--- src/rtl/mux_scan_sequencer_pkg.sv ---
// Shared definitions for the mux scan sequencer: FSM encoding, channel geometry
// and the result type of the next-enabled-channel search.
package mux_scan_defs;

  localparam int NUM_CH = 4;
  localparam int SEL_W  = 2;

  typedef enum logic [1:0] {
    ST_IDLE   = 2'd0,
    ST_SELECT = 2'd1,
    ST_SAMPLE = 2'd2,
    ST_DONE   = 2'd3
  } state_t;

  // Result of a channel search: found=0 means no enabled channel remains
  typedef struct packed {
    logic             found;
    logic [SEL_W-1:0] idx;
  } ch_pick_t;

endpackage

--- src/rtl/mux_scan_sequencer_settle_timer.sv ---
// Loadable 4-bit down-counter that measures how long a mux select has been
// held. It parks at zero, and expired is high whenever the count is zero.
module settle_timer (
  input  logic       clk,
  input  logic       rst,
  input  logic       load,
  input  logic [3:0] load_val,
  output logic       expired
);

  logic [3:0] cnt_q;

  // Count down from the loaded value and stop at zero
  always_ff @(posedge clk or posedge rst) begin
    if (rst) begin
      cnt_q <= 4'd0;
    end else if (load) begin
      cnt_q <= load_val;
    end else if (cnt_q != 4'd0) begin
      cnt_q <= cnt_q - 4'd1;
    end
  end

  assign expired = (cnt_q == 4'd0);

endmodule

--- src/rtl/mux_scan_sequencer.sv ---
// Scan sequencer for a 4-to-1 mux. It steps the select lines through the
// enabled channels in ascending order, lets each selection settle, samples the
// mux output into a capture word, and then flags that word with a valid pulse.
module mux_scan_sequencer
  import mux_scan_defs::*;
#(
  parameter int SETTLE     = 2,
  parameter int CONTINUOUS = 0
) (
  input  logic       clk,
  input  logic       rst,
  input  logic       start,
  input  logic [3:0] en_mask,
  input  logic       mux_out,
  output logic       s1,
  output logic       s0,
  output logic [3:0] sample,
  output logic       valid,
  output logic       busy
);

  // An out-of-range settle time cannot be represented by the dwell counter
  if (SETTLE < 1 || SETTLE > 15) begin : g_bad_settle
    $error("mux_scan_sequencer: SETTLE=%0d is outside the legal range 1..15", SETTLE);
  end

  localparam logic [3:0] SETTLE_M1    = 4'(SETTLE - 1);
  localparam logic       AUTO_RESTART = (CONTINUOUS != 0);

  state_t            state_q;
  logic [SEL_W-1:0]  sel_q;
  logic [NUM_CH-1:0] mask_q;
  logic [NUM_CH-1:0] sample_q;
  logic              valid_q;
  logic              busy_q;

  ch_pick_t first_pick;
  ch_pick_t next_pick;
  logic     restart;
  logic     timer_load;
  logic     timer_expired;

  // Lowest enabled channel whose index is at least 'from'
  function automatic ch_pick_t pick_from(input logic [NUM_CH-1:0] mask,
                                         input logic [SEL_W:0]    from);
    ch_pick_t r;
    r = '0;
    for (int k = NUM_CH - 1; k >= 0; k--) begin
      if (mask[k] && (k >= int'(from))) begin
        r.found = 1'b1;
        r.idx   = SEL_W'(k);
      end
    end
    return r;
  endfunction

  // Channel search, scan-launch decision and dwell-timer load strobe
  always_comb begin
    first_pick = pick_from(en_mask, '0);
    next_pick  = pick_from(mask_q, {1'b0, sel_q} + 3'd1);
    restart    = ((state_q == ST_IDLE) && start) ||
                 ((state_q == ST_DONE) && AUTO_RESTART);
    timer_load = (restart && first_pick.found) ||
                 ((state_q == ST_SAMPLE) && next_pick.found);
  end

  settle_timer u_settle_timer (
    .clk      (clk),
    .rst      (rst),
    .load     (timer_load),
    .load_val (SETTLE_M1),
    .expired  (timer_expired)
  );

  // Scan FSM with registered select, capture word, valid and busy
  always_ff @(posedge clk or posedge rst) begin
    if (rst) begin
      state_q  <= ST_IDLE;
      sel_q    <= '0;
      mask_q   <= '0;
      sample_q <= '0;
      valid_q  <= 1'b0;
      busy_q   <= 1'b0;
    end else begin
      valid_q <= 1'b0;
      if (restart) begin
        // A new scan freezes the mask and starts from an empty capture word
        mask_q   <= en_mask;
        sample_q <= '0;
        busy_q   <= 1'b1;
        if (first_pick.found) begin
          sel_q   <= first_pick.idx;
          state_q <= ST_SELECT;
        end else begin
          state_q <= ST_DONE;
          valid_q <= 1'b1;
        end
      end else begin
        case (state_q)
          ST_IDLE: begin
            busy_q <= 1'b0;
          end
          ST_SELECT: begin
            if (timer_expired) begin
              state_q <= ST_SAMPLE;
            end
          end
          ST_SAMPLE: begin
            sample_q[sel_q] <= mux_out;
            if (next_pick.found) begin
              sel_q   <= next_pick.idx;
              state_q <= ST_SELECT;
            end else begin
              state_q <= ST_DONE;
              valid_q <= 1'b1;
            end
          end
          ST_DONE: begin
            state_q <= ST_IDLE;
            busy_q  <= 1'b0;
          end
          default: begin
            state_q <= ST_IDLE;
          end
        endcase
      end
    end
  end

  assign s1     = sel_q[1];
  assign s0     = sel_q[0];
  assign sample = sample_q;
  assign valid  = valid_q;
  assign busy   = busy_q;

endmodule
--- config.mk ---
export PLATFORM = sky130hd
export DESIGN_NAME = mux_scan_sequencer
export DESIGN_NICKNAME = d
export VERILOG_FILES = /design/src/rtl/mux_scan_sequencer_pkg.sv /design/src/rtl/mux_scan_sequencer_settle_timer.sv /design/src/rtl/mux_scan_sequencer.sv
export SDC_FILE = /design/constraint.sdc
export NUM_CORES = 1
export LEC_CHECK = 0
export ABC_AREA = 1
export CAP_MARGIN = 20
export CORE_MARGIN = 2
export CORE_UTILIZATION = 56
export CTS_CLUSTER_SIZE = 8
export DETAILED_ROUTE_END_ITERATION = 10
export PLACE_DENSITY = 0.83
export SLEW_MARGIN = 20
export SYNTH_ARGS = -nofsm -noshare
export SYNTH_HDL_FRONTEND = slang
export SYNTH_HIERARCHICAL = 1
export SYNTH_SLANG_ARGS = --single-unit
--- constraint.sdc ---
create_clock -name clk -period 3.81 [get_ports clk]
set_input_delay 0.5715 -clock clk [delete_from_list [all_inputs] [get_ports clk]]
set_output_delay 0.5715 -clock clk [all_outputs]
set_load 0.005 [all_outputs]
==> impl_results.md <==
* CP Launch Type: register
* Clock latency at the later pin of the worst-skew pair at 0.28 ns
* Full die area at 2210 sq um
* Total of max-cap violations at 0
* 1st-iter DRT viols at 30
* CTS tree: done
* Largest net degree at the start of global routing at 18
* Endpoint class of the critical path: output port
* Post-CTS setup buffer count at 0
* Drt total wl at 1970 um
* VDD IR max at 0.455 mV
* Critical Path, Cell by Cell: clkdlybuf4s50_1
* Place WS at 1.66 ns
* Vias per inst at 4.90
* Pwr Density at 809 nW/um^2
* Initial antenna violation count at 0
* Reg2Reg Setup Slack at 2.02 ns
* Crit path to: s0
* Placed insts at 178
* Hold Path Origin: busy$_DFFE_PP0P_
* Layout cell share with drive strength beyond 1 at 13.4%
* Root Buffer: clkbuf_4
* # diodes at 0
* Synthesized area at 1030 sq um
* Cts hold-fix bufs at 0
* Critical Path RT at 3.24 ns
* Worst Path Class, Setup: reg -> out
* Nets at 171
* Antenna-violating nets left at 0
* Worst reg2reg path depth at 10
* Slew Viols, Final at 0
* RSZ-0062 raised after global routing: false
* Die span in x at 47.0 um
* Final Util at 72.2%
* Clk slew on worst S/H paths at 0.10 ns
* Most frequent cells in the layout: nand2_1, dfrtp_1, inv_1
* Leakage power at 0.000663 uW
* Initial core utilization at 59.9%
* All-Layer GR Usage at 20.5%
* Crit-path leading delay family: buffers and inverters
* Final min period at 1.93 ns
* Count of cells resized by post-cts repair at 0
* IO Pins at 16
* Synth warn at 6
* Most common cell after layout, fill and taps aside: nand2_1
* Mean area per synthesized cell at 7.55 sq um
* Fin crit share at 50.7%
* Congestion Overflow GR at 0
* Worst path depth at 1
* Clock Tree Buf Depth at 2
* Setup tns final at 0 ns
* Core Area at 1730 sq um
* Vias at 891
* Clk sinks at 17
* DR DRC count at 0
* Cell Rows at 15
* Seq cells post-synth at 17
* Status: finished clean
* Die height at 47.0 um
* Endpoints failing setup at 0
* Htree depth at 1
* CP bufs+invs at 1
* Drt first pass iters at 4
* Final worst slack at 1.88 ns
* Worst r2r src: state_q[1]$_DFFE_PP0P_
* IO Port Bufs at 15
* Cells after Synth at 137
* Register area share after synthesis at 41.1%
* GP Congestion at 0.865
* Crit. Startpoint: sel_q[0]$_DFFE_PP0P_
* Skew final at 0.00527 ns
* Synth-to-layout area growth at 20.4%
* CP Max Fanout at 7
* Vias in the first global route at 804
* Total CTS buffers at 3
* First-pass GRT wire length at 3250 um
* Final hold violation count at 0
* Worst path slowest cell: clkdlybuf4s50_1
* Fillers at 146
* Reg2reg end: u_settle_timer/cnt_q[0]$_DFFE_PP0P_
* Avg WL per Cell at 10.8 um
* Fin cells at 182
* Critical path's largest stage delay at 0.57 ns
* CP arrival at 1.36 ns
* HPWL after DPL at 1570 um
* Yosys cell types at 26
* Worst Hold Class: reg -> reg
* Max frequency at 518 MHz
==> power breakdown <==
group / internal [uW] / switching (uW) / leakage (uW)
Combinational: 243 / 329 / 0.000430
Sequential: 268 / 74.8 / 0.000215
Clock: 38.9 / 53.2 / 0.0000177
==> flip-flops by register name, summed over array words and instances, names as in the netlist <==
signal	count
busy	1
mask_q	3
sample	4
sel_q	2
state_q	2
u_settle_timer/cnt_q	4
valid	1
==> cells in the mapped netlist, drive strengths merged <==
| cell | count | area, sq um |
|---|---|---|
| a211oi | 1 | 7.51 |
| a21boi | 1 | 7.51 |
| a21oi | 1 | 5.00 |
| a31oi | 1 | 6.26 |
| buf | 1 | 5.00 |
| conb | 2 | 7.51 |
| dfrtp | 17 | 425 |
| ha | 5 | 62.6 |
| inv | 20 | 75.1 |
| mux2i | 2 | 20.0 |
| nand2 | 52 | 218 |
| nand3 | 13 | 75.1 |
| nand4 | 1 | 6.26 |
| nor2 | 6 | 35.0 |
| nor3 | 3 | 15.0 |
| o21ai | 9 | 48.8 |
| or2 | 1 | 6.26 |
| xnor2 | 1 | 8.76 |
==> logic make-up (layout without fill, tap and decap cells) <==
logic type               Yosys count  after routing  synth area share [%]
XOR/XNOR                           1              1                 0.847
other                              2              4                 0.726
adder cells (fa/ha/maj)            5              5                  6.05
buffers and inverters             21             39                  7.74
flip-flops                        17             17                  41.1
AND/OR/NAND/NOR                   76             76                  34.3
multiplexers                       2              2                  1.93
AO/OA/AOI/OAI                     13             13                  7.25
==> layout make-up <==
| type | instances | area, sq um | share of cell area [%] |
|---|---|---|---|
| repair buffers | 15 | 150 | 12.0 |
| inverters | 20 | 75.1 | 6.02 |
| clock buffers | 3 | 22.5 | 1.81 |
| clock inverters | 1 | 5.00 | 0.402 |
| multi-input cells | 101 | 537 | 43.1 |
| flip-flops and latches | 17 | 425 | 34.1 |
| well taps | 25 | 31.3 | 2.51 |
==> metal layers <==
metal	wire length, um	part of all wire [%]	up-vias	GRT usage [%]
met5	0	0	-	0
met4	36	1.8	0	8.89
met3	85	4.3	6	2.31
met2	867	44	23	32.1
met1	981	50	397	28.6
li1	-	-	465	-
==> worst reg2reg max path, stage by stage (launching register included) <==
cell	delay, ns
dfrtp_1	0.41
inv_1	0.08
ha_1	0.19
nand2_2	0.25
inv_2	0.13
nand2_4	0.12
nand2_1	0.19
nor2_4	0.19
inv_2	0.05
nand2_1	0.05
nand2_1	0.05
==> per-stage QoR <==
| step | power, uW | area, sq um | hold slack [ns] |
|---|---|---|---|
| finish | 1010 | 1250 | 0.492 |
| global route | 1110 | 1250 | 0.525 |
| CTS | 1010 | 1250 | 0.496 |
| detailed placement | 913 | 1220 | 0.476 |
| global placement | 897 | 1220 | 0.468 |
| floorplan | 743 | 1040 | 0.338 |
==> how the worst min path moves through the flow <==
stage,slack [ns],cells past startpoint,end
after floorplan,0.34,1,u_settle_timer/cnt_q[0]$_DFFE_PP0P_
after global placement,0.47,2,busy$_DFFE_PP0P_
after detailed placement,0.48,2,busy$_DFFE_PP0P_
after CTS,0.50,2,u_settle_timer/cnt_q[2]$_DFFE_PP0P_
after global routing,0.52,2,u_settle_timer/cnt_q[2]$_DFFE_PP0P_
final,0.49,2,busy$_DFFE_PP0P_
No activity file was read; power rests on OpenSTA's default activity.
